## src/rtl/mdio_responder_if.sv

```systemverilog
// mdio_responder_if: serial MDIO lines plus the register-file strobe bus of
// the PHY-side MDIO responder.
//   slave  : responder view (consumes mdc/mdio_out/mdio_oe/rd_data)
//   master : controller + register-file view
//   mdc, mdio_out, mdio_oe : management clock, serial data, driver enable
//   mdio_in                : serial read data back to the controller
//   addr, wr_data, wr_stb  : register write request
//   rd_stb, rd_data        : register read request and returned contents
//   mdio_done, frame_err   : end-of-frame / rejected-frame pulses
interface mdio_responder_if;
    localparam int unsigned ADDR_W = 5;
    localparam int unsigned DATA_W = 16;

    logic              mdc;
    logic              mdio_out;
    logic              mdio_oe;
    logic              mdio_in;
    logic [ADDR_W-1:0] addr;
    logic [DATA_W-1:0] wr_data;
    logic              wr_stb;
    logic              rd_stb;
    logic [DATA_W-1:0] rd_data;
    logic              mdio_done;
    logic              frame_err;

    modport slave (
        input  mdc, mdio_out, mdio_oe, rd_data,
        output mdio_in, addr, wr_data, wr_stb, rd_stb, mdio_done, frame_err
    );

    modport master (
        output mdc, mdio_out, mdio_oe, rd_data,
        input  mdio_in, addr, wr_data, wr_stb, rd_stb, mdio_done, frame_err
    );
endinterface

```

## src/rtl/mdio_responder.sv

```systemverilog
// mdio_responder: Clause-22 MDIO responder. Samples mdc in the clk domain,
// deserializes 32-bit frames addressed to PHY_ADDR, issues one-clk write/read
// strobes to a local register file and shifts read data back on mdio_in.
// Ports:
//   clk   : system clock (mdc is derived from it by the controller)
//   reset : synchronous, active-high
//   bus   : mdio_responder_if.slave (serial lines + register strobe bus)
// Build option: define MDIO_PREAMBLE_EN to require 32 preamble ones before
// a start bit is accepted.
module mdio_responder #(
    parameter logic [4:0] PHY_ADDR = 5'd3
) (
    input  logic            clk,
    input  logic            reset,
    mdio_responder_if.slave bus
);
    localparam int unsigned ADDR_W = 5;
    localparam int unsigned DATA_W = 16;
    localparam int unsigned CNT_W  = 6;

    localparam logic [CNT_W-1:0] BIT_ST   = 6'd2;
    localparam logic [CNT_W-1:0] BIT_OP   = 6'd4;
    localparam logic [CNT_W-1:0] BIT_HDR  = 6'd14;
    localparam logic [CNT_W-1:0] BIT_TA   = 6'd16;
    localparam logic [CNT_W-1:0] BIT_LAST = 6'd32;

    typedef enum logic [3:0] {
        IDLE, PRE, HDR, WTA, WDAT, RTA, RDAT, SKIP, ERR
    } state_t;

    state_t              state_q, state_d;
    logic                mdc_q;
    logic [CNT_W-1:0]    bitcnt_q, bitcnt_d;
    logic [DATA_W-1:0]   shreg_q, shreg_d;
    logic [ADDR_W-1:0]   addr_q, addr_d;
    logic [DATA_W-1:0]   wr_data_q, wr_data_d;
    logic                mdio_in_q, mdio_in_d;
    logic                wr_stb_q, wr_stb_d;
    logic                rd_stb_q, rd_stb_d;
    logic                done_q, done_d;
    logic                err_q, err_d;

    logic                rise_c, fall_c;
    logic [CNT_W-1:0]    cnt_next_c;
    logic [DATA_W-1:0]   shift_in_c;

`ifdef MDIO_PREAMBLE_EN
    localparam logic [CNT_W-1:0] PRE_LEN = 6'd32;
    logic [CNT_W-1:0]    precnt_q, precnt_d;
`endif

    // mdc edge detection in the clk domain
    assign rise_c     = bus.mdc & ~mdc_q;
    assign fall_c     = ~bus.mdc & mdc_q;
    assign cnt_next_c = bitcnt_q + CNT_W'(1);
    assign shift_in_c = {shreg_q[DATA_W-2:0], bus.mdio_out};

    // Next-state and next-output logic
    always_comb begin
        state_d   = state_q;
        bitcnt_d  = bitcnt_q;
        shreg_d   = shreg_q;
        addr_d    = addr_q;
        wr_data_d = wr_data_q;
        mdio_in_d = 1'b0;
        wr_stb_d  = 1'b0;
        rd_stb_d  = 1'b0;
        done_d    = 1'b0;
        err_d     = 1'b0;
`ifdef MDIO_PREAMBLE_EN
        precnt_d  = '0;
`endif

        unique case (state_q)
            IDLE, PRE: begin
                bitcnt_d = '0;
`ifdef MDIO_PREAMBLE_EN
                // Count consecutive driven ones; a driven zero after a full
                // preamble is ST[1], otherwise it silently restarts the count.
                state_d  = PRE;
                precnt_d = precnt_q;
                if (rise_c) begin
                    if (!bus.mdio_oe) begin
                        precnt_d = '0;
                    end else if (bus.mdio_out) begin
                        if (precnt_q != PRE_LEN) begin
                            precnt_d = precnt_q + CNT_W'(1);
                        end
                    end else if (precnt_q == PRE_LEN) begin
                        shreg_d  = '0;
                        bitcnt_d = CNT_W'(1);
                        precnt_d = '0;
                        state_d  = HDR;
                    end else begin
                        precnt_d = '0;
                    end
                end
`else
                // First driven bit is ST[1]
                if (rise_c && bus.mdio_oe) begin
                    shreg_d  = {{(DATA_W-1){1'b0}}, bus.mdio_out};
                    bitcnt_d = CNT_W'(1);
                    state_d  = HDR;
                end
`endif
            end

            HDR: begin
                if (rise_c) begin
                    if (!bus.mdio_oe) begin
                        err_d   = 1'b1;
                        state_d = ERR;
                    end else begin
                        shreg_d  = shift_in_c;
                        bitcnt_d = cnt_next_c;
                        if (cnt_next_c == BIT_ST && shift_in_c[1:0] != 2'b01) begin
                            err_d   = 1'b1;
                            state_d = ERR;
                        end else if (cnt_next_c == BIT_OP &&
                                     shift_in_c[1:0] != 2'b01 &&
                                     shift_in_c[1:0] != 2'b10) begin
                            err_d   = 1'b1;
                            state_d = ERR;
                        end else if (cnt_next_c == BIT_HDR) begin
                            // 14-bit header: [13:12] ST, [11:10] OP, [9:5] PHYAD, [4:0] REGAD
                            if (shift_in_c[9:5] != PHY_ADDR) begin
                                state_d = SKIP;
                            end else begin
                                addr_d = shift_in_c[4:0];
                                if (shift_in_c[11:10] == 2'b01) begin
                                    state_d = WTA;
                                end else begin
                                    rd_stb_d = 1'b1;
                                    state_d  = RTA;
                                end
                            end
                        end
                    end
                end
            end

            WTA: begin
                if (rise_c) begin
                    if (!bus.mdio_oe) begin
                        err_d   = 1'b1;
                        state_d = ERR;
                    end else begin
                        shreg_d  = shift_in_c;
                        bitcnt_d = cnt_next_c;
                        if (cnt_next_c == BIT_TA) begin
                            if (shift_in_c[1:0] != 2'b10) begin
                                err_d   = 1'b1;
                                state_d = ERR;
                            end else begin
                                state_d = WDAT;
                            end
                        end
                    end
                end
            end

            WDAT: begin
                if (rise_c) begin
                    if (!bus.mdio_oe) begin
                        err_d   = 1'b1;
                        state_d = ERR;
                    end else begin
                        shreg_d  = shift_in_c;
                        bitcnt_d = cnt_next_c;
                        if (cnt_next_c == BIT_LAST) begin
                            wr_data_d = shift_in_c;
                            wr_stb_d  = 1'b1;
                            done_d    = 1'b1;
                            state_d   = IDLE;
                        end
                    end
                end
            end

            RTA: begin
                // Register file answers while rd_stb is high; capture at that edge
                if (rd_stb_q) begin
                    shreg_d = bus.rd_data;
                end
                if (rise_c) begin
                    bitcnt_d = cnt_next_c;
                    if (cnt_next_c == BIT_TA) begin
                        state_d = RDAT;
                    end
                end
            end

            RDAT: begin
                mdio_in_d = mdio_in_q;
                // Launch the next MSB on each fall so it is settled by the next rise
                if (fall_c) begin
                    mdio_in_d = shreg_q[DATA_W-1];
                    shreg_d   = {shreg_q[DATA_W-2:0], 1'b0};
                end
                if (rise_c) begin
                    bitcnt_d = cnt_next_c;
                    if (cnt_next_c == BIT_LAST) begin
                        mdio_in_d = 1'b0;
                        done_d    = 1'b1;
                        state_d   = IDLE;
                    end
                end
            end

            SKIP: begin
                if (rise_c) begin
                    bitcnt_d = cnt_next_c;
                    if (cnt_next_c == BIT_LAST) begin
                        state_d = IDLE;
                    end
                end
            end

            ERR: begin
                state_d = IDLE;
            end

            default: begin
                state_d = IDLE;
            end
        endcase
    end

    // State and output registers
    always_ff @(posedge clk) begin
        mdc_q <= bus.mdc;
        if (reset) begin
            state_q   <= IDLE;
            bitcnt_q  <= '0;
            shreg_q   <= '0;
            addr_q    <= '0;
            wr_data_q <= '0;
            mdio_in_q <= 1'b0;
            wr_stb_q  <= 1'b0;
            rd_stb_q  <= 1'b0;
            done_q    <= 1'b0;
            err_q     <= 1'b0;
`ifdef MDIO_PREAMBLE_EN
            precnt_q  <= '0;
`endif
        end else begin
            state_q   <= state_d;
            bitcnt_q  <= bitcnt_d;
            shreg_q   <= shreg_d;
            addr_q    <= addr_d;
            wr_data_q <= wr_data_d;
            mdio_in_q <= mdio_in_d;
            wr_stb_q  <= wr_stb_d;
            rd_stb_q  <= rd_stb_d;
            done_q    <= done_d;
            err_q     <= err_d;
`ifdef MDIO_PREAMBLE_EN
            precnt_q  <= precnt_d;
`endif
        end
    end

    assign bus.mdio_in   = mdio_in_q;
    assign bus.addr      = addr_q;
    assign bus.wr_data   = wr_data_q;
    assign bus.wr_stb    = wr_stb_q;
    assign bus.rd_stb    = rd_stb_q;
    assign bus.mdio_done = done_q;
    assign bus.frame_err = err_q;
endmodule

```

## src/flat_wrapper.sv

```systemverilog
// flat-port wrapper written by rule: the top's interface ports become plain ports
module mdio_responder_flat 
#(
    parameter logic [4:0] PHY_ADDR = 5'd3
)
  (clk, reset, bus_mdc, bus_mdio_out, bus_mdio_oe, bus_rd_data, bus_mdio_in, bus_addr, bus_wr_data, bus_wr_stb, bus_rd_stb, bus_mdio_done, bus_frame_err);
  mdio_responder_if bus_i ();
  input  logic clk;
  input  logic reset;
  input wire logic [$bits(bus_i.mdc)-1:0] bus_mdc;
  input wire logic [$bits(bus_i.mdio_out)-1:0] bus_mdio_out;
  input wire logic [$bits(bus_i.mdio_oe)-1:0] bus_mdio_oe;
  input wire logic [$bits(bus_i.rd_data)-1:0] bus_rd_data;
  output wire logic [$bits(bus_i.mdio_in)-1:0] bus_mdio_in;
  output wire logic [$bits(bus_i.addr)-1:0] bus_addr;
  output wire logic [$bits(bus_i.wr_data)-1:0] bus_wr_data;
  output wire logic [$bits(bus_i.wr_stb)-1:0] bus_wr_stb;
  output wire logic [$bits(bus_i.rd_stb)-1:0] bus_rd_stb;
  output wire logic [$bits(bus_i.mdio_done)-1:0] bus_mdio_done;
  output wire logic [$bits(bus_i.frame_err)-1:0] bus_frame_err;
  assign bus_i.mdc = bus_mdc;
  assign bus_i.mdio_out = bus_mdio_out;
  assign bus_i.mdio_oe = bus_mdio_oe;
  assign bus_i.rd_data = bus_rd_data;
  assign bus_mdio_in = bus_i.mdio_in;
  assign bus_addr = bus_i.addr;
  assign bus_wr_data = bus_i.wr_data;
  assign bus_wr_stb = bus_i.wr_stb;
  assign bus_rd_stb = bus_i.rd_stb;
  assign bus_mdio_done = bus_i.mdio_done;
  assign bus_frame_err = bus_i.frame_err;
  mdio_responder #(.PHY_ADDR(PHY_ADDR)) u_core (.clk(clk), .reset(reset), .bus(bus_i));
endmodule
```

## config.mk

```make
export PLATFORM = sky130hd
export DESIGN_NAME = mdio_responder_flat
export DESIGN_NICKNAME = d
export VERILOG_FILES = /design/src/rtl/mdio_responder_if.sv /design/src/rtl/mdio_responder.sv /design/src/flat_wrapper.sv
export SDC_FILE = /design/constraint.sdc
export NUM_CORES = 1
export LEC_CHECK = 0
export CAP_MARGIN = 0
export CORE_ASPECT_RATIO = 0.6
export CORE_MARGIN = 3
export CORE_UTILIZATION = 47
export CTS_CLUSTER_SIZE = 25
export DETAILED_ROUTE_END_ITERATION = 10
export HOLD_SLACK_MARGIN = 0.12
export MAX_ROUTING_LAYER = met4
export PLACE_DENSITY = 0.75
export RECOVER_POWER = 50
export SLEW_MARGIN = 30
export SYNTH_ARGS = -nofsm -noshare
export SYNTH_HDL_FRONTEND = slang
export SYNTH_SLANG_ARGS = --single-unit
```

## constraint.sdc

```tcl
create_clock -name clk -period 2.4 [get_ports clk]
set_input_delay 0.24 -clock clk [delete_from_list [all_inputs] [get_ports clk]]
set_output_delay 0.24 -clock clk [all_outputs]
set_load 0.03 [all_outputs]
```

## After elaboration in Yosys (flattened, before gate mapping)

Index checks and enable logic that the tools add are counted.
W data, S select, Z words.

- Input port bits: 21
- Word-level logic and storage cells: 124
- Bits in registers: 53
- Output and inout port bits: 26

- Add/sub/neg operators: 1
- Equal/unequal tests: 30
- Muxes and demuxes: 50
- Bitwise operators: 13
- Reduce and logical (&&, ||, !) cells: 19

Operators with widths:

| operator | count |
|---|---|
| $mux W16 | 5 |
| $mux W4 | 17 |
| $pmux W16 S4 | 1 |
| $ne A2 B1 Y1 const B | 13 |
| $pmux W4 S6 | 1 |
| $mux W1 | 19 |
| $mux W6 | 3 |
| $pmux W6 S3 | 1 |
| $eq A4 B3 Y1 const B | 4 |
| $not A1 Y1 | 11 |
| $ne A5 B2 Y1 const B | 2 |
| $reduce_and A9 Y1 | 1 |
| $eq A4 B2 Y1 const B | 2 |
| $reduce_and A4 Y1 | 2 |
| $reduce_or A2 Y1 | 4 |
| $reduce_or A8 Y1 | 1 |
| $reduce_and A7 Y1 | 1 |
| $add A6 B1 Y6 const B | 1 |
| $eq A6 B2 Y1 const B | 1 |
| $eq A6 B3 Y1 const B | 1 |
| $eq A6 B4 Y1 const B | 1 |
| $eq A6 B5 Y1 const B | 1 |
| $eq A6 B6 Y1 const B | 1 |
| $reduce_and A6 Y1 | 1 |
| other kinds (13) | 18 |

## Longest topological paths before layout

- Depth in word-level cells: 9
- Depth in mapped cells: 10
- Gate-level depth less buffers: 8

## Worst setup path after synthesis

No wires, ideal clock.

- Path kind: reg-to-reg
- From: register u_core.bitcnt_q[0]
- To: register u_core.wr_data_q[10] (netlist: u_core.bus.wr_data[10])
- Clock period less this slack: 2371 ps
- Library setup time: 128 ps
- Buffers on the path: 2
- Data required time: 2272 ps
- Stages on the path, launching flop included: 10
- Data arrival time: 2243 ps
- Slack: 29 ps
- Cell sequence: dfxtp_1 -> ha_1 -> buf_6 -> or4b_4 -> o31ai_4 -> o21ai_4 -> nor3_4 -> buf_12 -> mux2i_1 -> nor2_1

- Cells in the longest elaborated chain, start to end: 3

Ends and longest elaborated chain:

| what | line | source |
|---|---|---|
| start, declared | mdio_responder.sv:33 | `logic [CNT_W-1:0] bitcnt_q, bitcnt_d;` |
| start signal, assigned | mdio_responder.sv:248 | `bitcnt_q <= bitcnt_d;` |
| $add A6 B1 Y6 | mdio_responder.sv:55 | `assign cnt_next_c = bitcnt_q + CNT_W'(1);` |
| $eq A6 B6 Y1 | mdio_responder.sv:170 | `if (cnt_next_c == BIT_LAST) begin` |
| $reduce_and A4 Y1 (no line) | -- |  |
| end signal, assigned | mdio_responder.sv:251 | `wr_data_q <= wr_data_d;` |
| end, declared | mdio_responder.sv:36 | `logic [DATA_W-1:0] wr_data_q, wr_data_d;` |

Every way passes these cells.
A chain may end at the register's enable or synchronous reset.

## Worst setup path after layout

- From: register u_core.bitcnt_q[0]
- To: register u_core.state_q[1]

- Cells in the longest elaborated chain, start to end: 9
- Elaborated cells between the ends (all ways): 22
- Those cells by class: add/sub: 1; eq/ne: 8; mux: 9; reduce/logical: 4

Ends and longest elaborated chain:

| what | line | source |
|---|---|---|
| $add A6 B1 Y6 * | mdio_responder.sv:55 |  |
| $eq A6 B3 Y1 | mdio_responder.sv:119 | `end else if (cnt_next_c == BIT_OP &&` |
| $logic_and A1 B1 Y1 | mdio_responder.sv:119 |  |
| $logic_and A1 B1 Y1 | mdio_responder.sv:120 | `shift_in_c[1:0] != 2'b01 &&` |
| $mux W4 | mdio_responder.sv:119 |  |
| $mux W4 | mdio_responder.sv:116 | `if (cnt_next_c == BIT_ST && shift_in_c[1:0] != 2'b01) begin` |
| $mux W4 | mdio_responder.sv:110 | `if (!bus.mdio_oe) begin` |
| $mux W4 | mdio_responder.sv:109 | `if (rise_c) begin` |
| $pmux W4 S6 | mdio_responder.sv:74 | `unique case (state_q)` |
| end signal, assigned | mdio_responder.sv:247 | `state_q <= state_d;` |
| end, declared | mdio_responder.sv:31 | `state_t state_q, state_d;` |

Mark *: on every way between the ends. The rest lies on a longest branch, timed or not. The select of a mux whose other input is x is not followed.

==> results.sh <==
export IMPL_yosys_area_top_type_share_pct=39.3
export IMPL_drv_cap=0
export IMPL_clk_pin_slew_worst_paths_ns=0.10
export IMPL_cts_tree="built"
export IMPL_h_tree_depth=2
export IMPL_area_delta_synth_final_pct=25.2
export IMPL_grt_remaining_overflow=0
export IMPL_ys_warn_count=0
export IMPL_synth_top_area_cell="dfxtp_1"
export IMPL_end_kind="flop"
export IMPL_power_switching_uw=423
export IMPL_first_global_vias=2363
export IMPL_slew_headroom_pct=48.0
export IMPL_grt_usage_pct=21.5
export IMPL_slowest_delay_ns=0.49
export IMPL_internal_power_mw=1.18
export IMPL_hold_start="reset"
export IMPL_start_kind="flop"
export IMPL_synthFlopType="dfxtp_1"
export IMPL_drc_errors=0
export IMPL_die_area_sq_um=6720
export IMPL_antenna_cells=0
export IMPL_core_area_sq_um=5310
export IMPL_utilization_pct=63.7
export IMPL_worst_path_stages=8
export IMPL_routedWlPerCell_microns=15.9
export IMPL_r2r_slack_ns=0.16
export IMPL_fin_crit_ns=2.24
export IMPL_hp_class="input port to flop"
export IMPL_max_vdd_ir_drop_mv=0.270
export IMPL_maxSlewViolCount=0
export IMPL_holdBufCountCts=0
export IMPL_crit_start="u_core.bitcnt_q[0]$_SDFFE_PP0P_"
export IMPL_powerDensity_nw_per_um2=475
export IMPL_crit_family="compound AO/OA/AOI/OAI gates"
export IMPL_cts_sinks=53
export IMPL_combinationalPowerShare_pct=10.0
export IMPL_worstPathArrival_ns=2.42
export IMPL_dp_cells=431
export IMPL_synth_edf_count=0
export IMPL_fin_crit_sh_pct=93.4
export IMPL_switching_share_pct=26.4
export IMPL_cp_slowest_cell="or4b_4"
export IMPL_crit_type="flop to flop"
export IMPL_finClkSkew_ns=0.00887
export IMPL_ys_ff_latch=53
export IMPL_p_seq_share_pct=57.2
export IMPL_async_flop_share_pct=0
export IMPL_holdWs_ns=0.482
export IMPL_numCtsBuffers=5
export IMPL_clkPwrFrac_pct=32.8
export IMPL_synth_fp_nets=339
export IMPL_io_pins=47
export IMPL_setup_viol=0
export IMPL_place_gp_congestion=0.934
export IMPL_clk_insertion_delay_late_ns=0.31
export IMPL_rr_worst_depth=8
export IMPL_die_w_microns=104
export IMPL_hold_end="u_core.bus.wr_data[9]$_SDFFE_PP0P_"
export IMPL_layout_commonest_cell="dfxtp_1"
export IMPL_layout_drive_gt1_share_pct=10.8
export IMPL_cp_required_ns=2.58
export IMPL_tightest_slew_ns=0.779
export IMPL_nNetsFinal=385
export IMPL_dp_hpwl_mm=5.06
export IMPL_io_buffers=46
export IMPL_synth_avg_cell_area_sq_um=8.57
export IMPL_synth_area_sq_um=2700
export IMPL_r2r_start="u_core.bitcnt_q[0]$_SDFFE_PP0P_"
export IMPL_max_freq_ghz=0.446
export IMPL_crit_fanout=7
export IMPL_setup_tns_ns=0
export IMPL_clk_path_buf_depth=2
export IMPL_synth_area_leaders="dfxtp_1 39%, mux2i_1 7.8%, nor2_1 7.0%"
export IMPL_dr_pass1_iters=4
export IMPL_ys_types=54
export IMPL_cp_cell_sequence="ha_1 -> or4b_4 -> o31ai_4 -> o21ai_0 -> a32o_1 -> o21bai_1 -> a22oi_1 -> nor2_1"
export IMPL_worstReg2RegEnd="u_core.state_q[1]$_SDFFE_PP0P_"
export IMPL_drt_iter0_drc=218
export IMPL_final_antenna_net_count=0
export IMPL_p_leak_nw=1.26
export IMPL_die_h_microns=64.7
export IMPL_antenna_found_initial=0
export IMPL_root_buffer="clkbuf_8"
export IMPL_grt_max_degree=41
export IMPL_final_cell_mix="51 x dfxtp_1, 50 x nor2_1, 27 x dlygate4sd3_1"
export IMPL_synth_cells=315
export IMPL_ys_seq_area_share_pct=39.3
export IMPL_grt_pass1_wl_mm=11.5
export IMPL_num_rows=20
export IMPL_final_cells=439
export IMPL_cts_repair_timing_setup_buffer_count=0
export IMPL_viasPerCell=5.70
export IMPL_routed_wl_mm=6.96
export IMPL_path_buf_inv=0
export IMPL_holdPathStages=2
export IMPL_vias=2501
export IMPL_start_util_pct=50.9
export IMPL_hold_viol=0
export IMPL_status="finished clean"
[worst reg2reg max path: stages, from the launching register on]
cell and delay [ns]:
dfxtp_2 0.43, ha_1 0.22, or4b_4 0.49, o31ai_4 0.09, o21ai_0 0.17, a32o_1 0.28
o21bai_1 0.22, a22oi_1 0.16, nor2_1 0.05
[cell usage after synthesis (2+ instances only)]
| cell | n |
|---|---|
| nand3_1 | 6 |
| buf_4 | 2 |
| nand3b_1 | 2 |
| nor4_1 | 4 |
| dfxtp_1 | 53 |
| nand2b_1 | 6 |
| o21bai_1 | 3 |
| nor3b_1 | 2 |
| o21a_1 | 2 |
| buf_2 | 2 |
| a21bo_2 | 2 |
| xnor2_1 | 2 |
| inv_1 | 7 |
| clkbuf_1 | 19 |
| and3b_1 | 2 |
| mux2i_1 | 21 |
| a41oi_1 | 2 |
| a311oi_1 | 2 |
| ha_1 | 3 |
| a21oi_1 | 14 |
| o21ai_1 | 3 |
| nor3_1 | 8 |
| or3_1 | 2 |
| a22oi_1 | 19 |
| nor2_1 | 50 |
| nand2_1 | 15 |
| nand4b_1 | 3 |
| a211oi_1 | 17 |
| nor2b_1 | 5 |
| and3_2 | 2 |
| o21ai_0 | 12 |
[final cells by class]
type	instances	area, sq um
Tap cell	77	96.3
Clock inverter	3	25.0
Timing Repair Buffer	65	601
Multi-Input combinational cell	228	1490
Inverter	8	30.0
Sequential cell	53	1060
Fill cell	462	1930
Clock buffer	5	68.8
[sequential cells by signal, indices dropped and copies added, names as in the netlist]
signal                count
u_core.bitcnt_q           6
u_core.bus.addr           5
u_core.bus.frame_err      1
u_core.bus.mdio_done      1
u_core.bus.mdio_in        1
u_core.bus.rd_stb         1
u_core.bus.wr_data       16
u_core.bus.wr_stb         1
u_core.mdc_q              1
u_core.shreg_q           16
u_core.state_q            4
[how the worst max path moves through the flow]
stage / slack (ns) / to
after floorplan: 0.03 / u_core.bus.wr_data[10]$_SDFFE_PP0P_
after global placement: 0.13 / u_core.state_q[1]$_SDFFE_PP0P_
after detailed placement: 0.01 / u_core.state_q[1]$_SDFFE_PP0P_
after CTS: 0.05 / u_core.state_q[1]$_SDFFE_PP0P_
after global routing: -0.007 / u_core.state_q[1]$_SDFFE_PP0P_
final: 0.16 / u_core.state_q[1]$_SDFFE_PP0P_
[through the flow]
| stage | area (sq um) | power (mW) | worst slack (ns) |
|---|---|---|---|
| 5_1_grt | 3380 | 1.68 | -0.00662 |
| 4_1_cts | 3390 | 1.62 | 0.0510 |
| 2_1_floorplan | 2700 | 1.02 | 0.0289 |
| 3_3_place_gp | 3290 | 1.10 | 0.128 |
| 3_5_place_dp | 3290 | 1.10 | 0.0118 |
| 6_report | 3380 | 1.60 | 0.158 |
[power groups by stage]
stage	Clock (mW)	Sequential, mW	Combinational [mW]
final	0.526	0.918	0.160
after global routing	0.580	0.922	0.177
after floorplan	0	0.931	0.0883
after global placement	0	0.935	0.161
after detailed placement	0	0.936	0.161
after CTS	0.539	0.916	0.163
[what timing repair did]
| item | in CTS | in global routing |
|---|---|---|
| cloned | 0 | 0 |
| setup endpoints to repair | 3 | 6 |
| gates resized for setup | 1 | 3 |
[kinds of logic (layout without fill, tap and decap cells)]
family          after synthesis  after routing  synth area share [%]
xor+xnor                      2              2                 0.649
mux                          21             21                  7.79
simple gates                114            114                  21.4
fa+ha+maj                     3              3                  1.39
flops                        53             53                  39.3
buf+inv                      34             81                  5.98
compound gates               88             88                  23.5
[routing by layer]
layer,global-route usage [%],wire (microns),vias up
met2,29.8,2770,92
met1,32.2,3690,1176
met3,4.68,493,2
met4,3.65,17,0
li1,-,-,1231
met5,-,0,-
No activity file was read; power rests on OpenSTA's default activity.
